**src/rtl/rv_lsu_if.sv**
```systemverilog
// rv_lsu_if: data-bus bundle between the load/store unit and memory.
//
// Signals:
//   bstart  transaction start, held high until bdone
//   ttype   0 = READ, 1 = WRITE
//   tsize   0 = BYTE, 1 = HALF, 2 = WORD
//   addr    beat byte address (ADDR_W bits)
//   wdata   write data already placed in its byte lanes
//   rdata   full-word read data, lanes selected by addr[1:0]
//   bdone   beat complete
//
// Modports: master (the LSU drives the request side), slave (memory side).

interface rv_lsu_if #(
   parameter int ADDR_W = 32
) ();

   logic              bstart;
   logic              ttype;
   logic [1:0]        tsize;
   logic [ADDR_W-1:0] addr;
   logic [31:0]       wdata;
   logic [31:0]       rdata;
   logic              bdone;

   modport master (
      output bstart, ttype, tsize, addr, wdata,
      input  rdata, bdone
   );

   modport slave (
      input  bstart, ttype, tsize, addr, wdata,
      output rdata, bdone
   );

endinterface

```
**src/rtl/rv_lsu.sv**
```systemverilog
// rv_lsu: load/store unit for the memory-access phase of the core.
//
// Accepts one load or store from execute, runs it over the bstart/bdone data
// bus, and returns a one-cycle response. Store data is placed in the correct
// byte lanes; load data is extracted from its lanes and sign/zero extended.
// Misaligned accesses are either split into byte beats or rejected, and an
// optional timeout aborts a beat whose bdone never arrives.
//
// Ports:
//   clk, rst            clock, asynchronous active-high reset
//   req_valid/req_ready request handshake (ready only while idle)
//   req_we              1 = store, 0 = load
//   req_funct3          RISC-V funct3 (size in [1:0], unsigned load in [2])
//   req_addr            byte address
//   req_wdata           store data, right-justified
//   resp_valid          one-cycle completion pulse
//   resp_rdata          extended load data (0 for stores and errors)
//   resp_err            error flag, qualified by resp_valid
//   busy                high whenever the unit is not idle
//   bus                 data bus (rv_lsu_if.master)

module rv_lsu #(
   parameter int ADDR_W         = 32,
   parameter bit MISALIGN_SPLIT = 1'b1,
   parameter int TIMEOUT_CYCLES = 0
) (
   input  logic              clk,
   input  logic              rst,
   input  logic              req_valid,
   output logic              req_ready,
   input  logic              req_we,
   input  logic [2:0]        req_funct3,
   input  logic [ADDR_W-1:0] req_addr,
   input  logic [31:0]       req_wdata,
   output logic              resp_valid,
   output logic [31:0]       resp_rdata,
   output logic              resp_err,
   output logic              busy,
   rv_lsu_if.master          bus
);

   typedef enum logic [1:0] {
      IDLE,
      ACCESS,
      RESP
   } state_t;

   state_t            state_q;
   state_t            state_d;

   logic              cap_we;
   logic [2:0]        cap_funct3;
   logic [ADDR_W-1:0] cap_addr;
   logic [31:0]       cap_wdata;
   logic              cap_split;
   logic              err_q;
   logic [1:0]        beat_q;
   logic              gap_q;
   logic [31:0]       to_cnt_q;
   logic [31:0]       asm_q;

   logic              req_f3_ok;
   logic              req_misaligned;
   logic              req_legal;

   logic [1:0]        last_idx;
   logic [ADDR_W-1:0] beat_addr;
   logic [1:0]        lane;
   logic              bstart_int;
   logic              last_beat;
   logic              beat_done;
   logic              timeout_hit;

   logic [31:0]       rd_shifted;
   logic [7:0]        rd_lane;
   logic [31:0]       wd_aligned;
   logic [31:0]       wd_lane;
   logic [31:0]       load_ext;

   // Decode the incoming request: a funct3 must name a real access, stores
   // cannot use the unsigned-load encodings, and a misaligned access is only
   // legal when the unit is built to split it into byte beats.
   always_comb begin
      req_f3_ok      = 1'b0;
      req_misaligned = 1'b0;
      case (req_funct3)
         3'b000, 3'b100: req_f3_ok = 1'b1;
         3'b001, 3'b101: begin
            req_f3_ok      = 1'b1;
            req_misaligned = req_addr[0];
         end
         3'b010: begin
            req_f3_ok      = 1'b1;
            req_misaligned = |req_addr[1:0];
         end
         default: req_f3_ok = 1'b0;
      endcase
      req_legal = req_f3_ok && !(req_we && req_funct3[2]) &&
                  (MISALIGN_SPLIT || !req_misaligned);
   end

   // Per-beat control. bstart is suppressed for the single gap cycle that
   // follows each non-final beat. The timeout fires on the last waiting cycle
   // so that bstart stays high for exactly TIMEOUT_CYCLES cycles.
   always_comb begin
      case (cap_funct3[1:0])
         2'b00:   last_idx = 2'd0;
         2'b01:   last_idx = 2'd1;
         default: last_idx = 2'd3;
      endcase
      beat_addr   = cap_addr + ADDR_W'(beat_q);
      lane        = beat_addr[1:0];
      bstart_int  = (state_q == ACCESS) && !gap_q;
      last_beat   = !cap_split || (beat_q == last_idx);
      beat_done   = bstart_int && bus.bdone;
      timeout_hit = (TIMEOUT_CYCLES > 0) && bstart_int && !bus.bdone &&
                    (to_cnt_q == 32'(TIMEOUT_CYCLES - 1));
   end

   // Lane steering in both directions plus final load extension. Aligned
   // accesses shift the whole word; split accesses move one byte per beat
   // between byte index beat_q and lane (addr+beat_q)[1:0].
   always_comb begin
      rd_shifted = bus.rdata >> {cap_addr[1:0], 3'b000};
      rd_lane    = 8'(bus.rdata >> {lane, 3'b000});
      wd_aligned = cap_wdata << {cap_addr[1:0], 3'b000};
      wd_lane    = {24'h0, 8'(cap_wdata >> {beat_q, 3'b000})} << {lane, 3'b000};
      case (cap_funct3)
         3'b000:  load_ext = {{24{asm_q[7]}}, asm_q[7:0]};
         3'b001:  load_ext = {{16{asm_q[15]}}, asm_q[15:0]};
         3'b100:  load_ext = {24'h0, asm_q[7:0]};
         3'b101:  load_ext = {16'h0, asm_q[15:0]};
         default: load_ext = asm_q;
      endcase
   end

   // Next-state logic. Illegal requests skip the bus and go straight to the
   // response cycle; the response cycle always returns to idle.
   always_comb begin
      state_d = state_q;
      case (state_q)
         IDLE: begin
            if (req_valid) begin
               state_d = req_legal ? ACCESS : RESP;
            end
         end
         ACCESS: begin
            if ((beat_done && last_beat) || timeout_hit) begin
               state_d = RESP;
            end
         end
         RESP:    state_d = IDLE;
         default: state_d = IDLE;
      endcase
   end

   // Outputs are decoded from state so that an asynchronous reset clears
   // bstart and any pending response in the same cycle. Bus fields are zero
   // whenever no beat is in flight.
   always_comb begin
      req_ready  = (state_q == IDLE);
      busy       = (state_q != IDLE);
      resp_valid = (state_q == RESP);
      resp_err   = (state_q == RESP) && err_q;
      resp_rdata = 32'h0;
      if ((state_q == RESP) && !err_q && !cap_we) begin
         resp_rdata = load_ext;
      end
      bus.bstart = bstart_int;
      bus.ttype  = bstart_int && cap_we;
      bus.tsize  = 2'b00;
      bus.addr   = '0;
      bus.wdata  = 32'h0;
      if (bstart_int) begin
         bus.tsize = cap_split ? 2'b00 : cap_funct3[1:0];
         bus.addr  = beat_addr;
         if (cap_we) begin
            bus.wdata = cap_split ? wd_lane : wd_aligned;
         end
      end
   end

   // State, request capture, beat sequencing, timeout counting and load
   // assembly. The request is latched once so later req_* changes are inert.
   always_ff @(posedge clk or posedge rst) begin
      if (rst) begin
         state_q    <= IDLE;
         cap_we     <= 1'b0;
         cap_funct3 <= 3'b000;
         cap_addr   <= '0;
         cap_wdata  <= 32'h0;
         cap_split  <= 1'b0;
         err_q      <= 1'b0;
         beat_q     <= 2'd0;
         gap_q      <= 1'b0;
         to_cnt_q   <= 32'h0;
         asm_q      <= 32'h0;
      end else begin
         state_q <= state_d;
         case (state_q)
            IDLE: begin
               if (req_valid) begin
                  cap_we     <= req_we;
                  cap_funct3 <= req_funct3;
                  cap_addr   <= req_addr;
                  cap_wdata  <= req_wdata;
                  cap_split  <= req_misaligned;
                  err_q      <= !req_legal;
                  beat_q     <= 2'd0;
                  gap_q      <= 1'b0;
                  to_cnt_q   <= 32'h0;
                  asm_q      <= 32'h0;
               end
            end
            ACCESS: begin
               if (gap_q) begin
                  gap_q <= 1'b0;
               end else if (bus.bdone) begin
                  to_cnt_q <= 32'h0;
                  if (!cap_we) begin
                     if (cap_split) begin
                        case (beat_q)
                           2'd0:    asm_q[7:0]   <= rd_lane;
                           2'd1:    asm_q[15:8]  <= rd_lane;
                           2'd2:    asm_q[23:16] <= rd_lane;
                           default: asm_q[31:24] <= rd_lane;
                        endcase
                     end else begin
                        asm_q <= rd_shifted;
                     end
                  end
                  if (!last_beat) begin
                     beat_q <= beat_q + 2'd1;
                     gap_q  <= 1'b1;
                  end
               end else if (TIMEOUT_CYCLES > 0) begin
                  to_cnt_q <= to_cnt_q + 32'd1;
                  if (timeout_hit) begin
                     err_q <= 1'b1;
                  end
               end
            end
            default: begin
            end
         endcase
      end
   end

endmodule

```
**src/flat_wrapper.sv**
```systemverilog
// flat-port wrapper written by rule: the top's interface ports become plain ports
module rv_lsu_flat 
#(
   parameter int ADDR_W         = 32,
   parameter bit MISALIGN_SPLIT = 1'b1,
   parameter int TIMEOUT_CYCLES = 0
)
  (clk, rst, req_valid, req_ready, req_we, req_funct3, req_addr, req_wdata, resp_valid, resp_rdata, resp_err, busy, bus_bstart, bus_ttype, bus_tsize, bus_addr, bus_wdata, bus_rdata, bus_bdone);
  rv_lsu_if #(.ADDR_W(ADDR_W)) bus_i ();
  input  logic clk;
  input  logic rst;
  input  logic req_valid;
  output logic req_ready;
  input  logic req_we;
  input  logic [2:0] req_funct3;
  input  logic [ADDR_W-1:0] req_addr;
  input  logic [31:0] req_wdata;
  output logic resp_valid;
  output logic [31:0] resp_rdata;
  output logic resp_err;
  output logic busy;
  output wire logic [$bits(bus_i.bstart)-1:0] bus_bstart;
  output wire logic [$bits(bus_i.ttype)-1:0] bus_ttype;
  output wire logic [$bits(bus_i.tsize)-1:0] bus_tsize;
  output wire logic [$bits(bus_i.addr)-1:0] bus_addr;
  output wire logic [$bits(bus_i.wdata)-1:0] bus_wdata;
  input wire logic [$bits(bus_i.rdata)-1:0] bus_rdata;
  input wire logic [$bits(bus_i.bdone)-1:0] bus_bdone;
  assign bus_bstart = bus_i.bstart;
  assign bus_ttype = bus_i.ttype;
  assign bus_tsize = bus_i.tsize;
  assign bus_addr = bus_i.addr;
  assign bus_wdata = bus_i.wdata;
  assign bus_i.rdata = bus_rdata;
  assign bus_i.bdone = bus_bdone;
  rv_lsu #(.ADDR_W(ADDR_W), .MISALIGN_SPLIT(MISALIGN_SPLIT), .TIMEOUT_CYCLES(TIMEOUT_CYCLES)) u_core (.clk(clk), .rst(rst), .req_valid(req_valid), .req_ready(req_ready), .req_we(req_we), .req_funct3(req_funct3), .req_addr(req_addr), .req_wdata(req_wdata), .resp_valid(resp_valid), .resp_rdata(resp_rdata), .resp_err(resp_err), .busy(busy), .bus(bus_i));
endmodule
```
**config.mk**
```make
export PLATFORM = sky130hd
export DESIGN_NAME = rv_lsu_flat
export DESIGN_NICKNAME = d
export VERILOG_FILES = /design/src/rtl/rv_lsu_if.sv /design/src/rtl/rv_lsu.sv /design/src/flat_wrapper.sv
export SDC_FILE = /design/constraint.sdc
export NUM_CORES = 1
export LEC_CHECK = 0
export BUFFER_PORTS_ARGS = -buffer_cell sky130_fd_sc_hd__buf_2
export CORE_ASPECT_RATIO = 1.2
export CORE_UTILIZATION = 37
export DETAILED_ROUTE_END_ITERATION = 8
export GPL_ROUTABILITY_DRIVEN = 0
export SLEW_MARGIN = 30
export SYNTH_ARGS = -nofsm -noshare
export SYNTH_HDL_FRONTEND = slang
export SYNTH_SLANG_ARGS = --single-unit
```
**constraint.sdc**
```tcl
create_clock -name clk -period 6.2 [get_ports clk]
set_input_delay 0.31 -clock clk [delete_from_list [all_inputs] [get_ports clk]]
set_output_delay 0.31 -clock clk [all_outputs]
set_load 0.005 [all_outputs]
```
==> reports/metrics.yaml <==
pwr:
  leakage_uw: 0.00407
  powerDensity_nw_per_um2: 485
  peakVddDrop_mv: 0.196
grt:
  track_usage_pct: 22.3
  grt_overflow_total: 0
  grt_max_degree: 78
  grt_first_pass_wirelength_mm: 35.9
  grt_pass1_vias: 6605
  grt_antenna_before_repair: 5
cells_and_area:
  final_nets: 1055
  drive_gt1_share_pct: 40.9
  area_delta_synth_final_pct: 21.0
  fillers: 1949
setup_path:
  critical_path_arrival_ps: 3620
  crit_path_end_kind: "primary output"
  path_max_fanout: 16
  ff2ff_path_depth: 6
  reg2reg_from: "u_core.beat_q[0]"
  worstPathRequired_ps: 5890
  critPathKind: "reg -> out"
  rrSetupSlack_ps: 2640
  critPathLaunchType: "flop"
  r2r_end: "u_core.asm_q[18]"
timing:
  rsz0062_at_grt: "false"
  finalHoldViolCount: 0
  fmaxAchievable_ghz: 0.255
  tightest_slew_ps: 938
  setup_viol: 0
  finClkSkew_ps: 7.31
  timing.final.ws_setup_ps: 2270
  finalSetupTns_ps: 0
  period_minus_slack_ps: 3930
  slew_headroom_pct: 37.1
  drv_slew: 0
  fin_crit_sh_pct: 63.3
logic_synthesis:
  syn-num-nets: 884
  ys.flop_type: "dfrtp_1"
  syn_area_um2: 7420
  async_flop_share_pct: 100
  yosys_register_bits: 107
  synth-edff-count: 0
  ys_warn_count: 0
  yosysUniqueCellTypes: 46
  syn_area_per_cell_um2: 9.60
  yosysSeqAreaShare_pct: 36.1
  syn_inst: 773
clock_network:
  post_cts_resized: 0
  cts_setup_buffers: 0
  clk_pin_slew_ps: 70
  clk_path_buf_depth: 2
  insertion_delay_ps: 360
  cts_tree: "yes"
  htree_num_levels: 3
  clock_sinks: 107
  cts_root_buffer: "clkbuf_16"
  holdBufCountCts: 0
  cts_buffers: 9
floorplanning:
  fp.dieH_um: 157
  core.rowCount: 56
  die_area_um2: 20600
  start_util_pct: 37.8
  pin_count: 208
  coreArea_um2: 19600
  fp.dieW_um: 131
placement:
  hpwlAfterDp_mm: 16.3
  io_buffers: 207
  dp_slack_ps: 2610
route:
  drtAntennaViolNets: 0
  drtPass1Iterations: 6
  wl_per_cell_um: 18.8
  post_drt_via_cell_ratio: 5.60
  wl_mm: 22.8
  drc: 0
  drt_iter0_markers: 487
  dr_total_vias: 6803
outcome:
  run_status: "finished clean"
run:
  maxCapViolCount: 0
worst_hold_path:
  hold_class: "in -> async"
cells by family after synthesis:
logic type | Yosys count | synth area share (%)
flip-flops | 107 | 36.1
AND/OR/NAND/NOR | 207 | 14.1
AO/OA/AOI/OAI | 183 | 14.8
buffers and inverters | 86 | 4.52
adder cells (fa/ha/maj) | 7 | 1.28
multiplexers | 172 | 27.9
XOR/XNOR | 11 | 1.30
power by group:
| group | internal, uW | total [uW] | switching, uW |
|---|---|---|---|
| combinational | 1110 | 2390 | 1290 |
| sequential | 993 | 1360 | 369 |
| clock | 323 | 596 | 273 |
cell usage in the layout (no fill, tap or decap), drive strengths merged, types with 12 or more instances in the layout:
cell   count
a21oi     85
a22oi     24
and2      13
buf      214
dfrtp    107
inv       32
mux2     116
mux2i     40
mux4      16
nand2     52
nand4     12
nor2      63
o21ai     32
or4       13
sequential cells by signal, summed over array words and instances, names as in the netlist:
name / flops
u_core.cap_wdata: 32
u_core.cap_addr: 32
u_core.gap_q: 1
u_core.cap_we: 1
u_core.err_q: 1
u_core.asm_q: 32
u_core.state_q: 2
u_core.cap_split: 1
u_core.beat_q: 2
u_core.cap_funct3: 3
final cells by class:
cell class / instances / area, um^2 / area share (%)
tap: 261 / 327 / 3.64
sequential: 107 / 2680 / 29.9
inverter: 32 / 123 / 1.37
clock buffer: 11 / 243 / 2.70
multi-input combinational: 580 / 4430 / 49.4
clock inverter: 5 / 52.6 / 0.585
timing repair buffer: 214 / 1110 / 12.3
antenna: 4 / 10.0 / 0.111
metrics by stage:
step,instances,total power [uW],hold slack [ps],instance area (um^2),utilization (%)
global route,1212,4670,48.7,8970,45.7
global placement,1193,3710,425,8620,43.9
CTS,1209,4350,35.4,8930,45.5
detailed placement,1193,3740,425,8640,44.0
finish,1214,4350,15.2,8980,45.8
floorplan,773,3040,415,7420,-
worst max-delay path, stage by stage (launching register included):
cell	delay, ps
dfrtp_1	670
ha_1	400
fa_1	1010
nand2_1	100
nor2_1	580
a22oi_1	190
nor2_1	160
buf_2	150
cell usage after synthesis, types with 4 or more instances:
cell | n | area (um^2)
a21oi_1 | 85 | 425
buf_2 | 10 | 50.1
buf_1 | 8 | 30.0
inv_1 | 31 | 116
dfrtp_1 | 107 | 2680
o2bb2ai_1 | 11 | 96.3
xnor2_1 | 6 | 52.6
nand2b_1 | 4 | 25.0
and4_1 | 4 | 35.0
ha_1 | 6 | 75.1
and2_1 | 13 | 81.3
o21ai_1 | 8 | 40.0
xor2_1 | 5 | 43.8
o21a_1 | 4 | 30.0
nor3_1 | 4 | 20.0
a22oi_1 | 24 | 180
clkbuf_1 | 36 | 135
nand3_1 | 8 | 40.0
or4_1 | 13 | 97.6
mux2i_1 | 40 | 400
o21ai_0 | 24 | 120
o31ai_1 | 11 | 82.6
mux2_2 | 116 | 1310
nand2_1 | 52 | 195
nor2_1 | 63 | 236
mux4_2 | 16 | 360
nand4_1 | 11 | 68.8
or2_2 | 11 | 68.8
o211ai_1 | 10 | 75.1
nor4_1 | 7 | 43.8
worst max path at each step:
stage,slack [ps],cells after the start,endpoint,startpoint
global route,2000,7,bus_wdata[17],u_core.beat_q[0]
floorplan,3070,1,u_core.asm_q[0],rst
detailed placement,2610,6,u_core.asm_q[3],u_core.beat_q[0]
finish,2270,7,bus_wdata[17],u_core.beat_q[0]
CTS,2220,7,bus_wdata[17],u_core.beat_q[0]
global placement,2420,6,bus_wdata[0],u_core.beat_q[0]
routing by layer:
layer	up-vias	track usage, %	part of all wire (%)
li1	3173	-	-
met1	3323	28.3	44
met2	263	36.7	47
met3	40	5.09	6.9
met4	4	9.03	2.5
met5	-	0	0.096
Power figures use the tool's default switching activity.
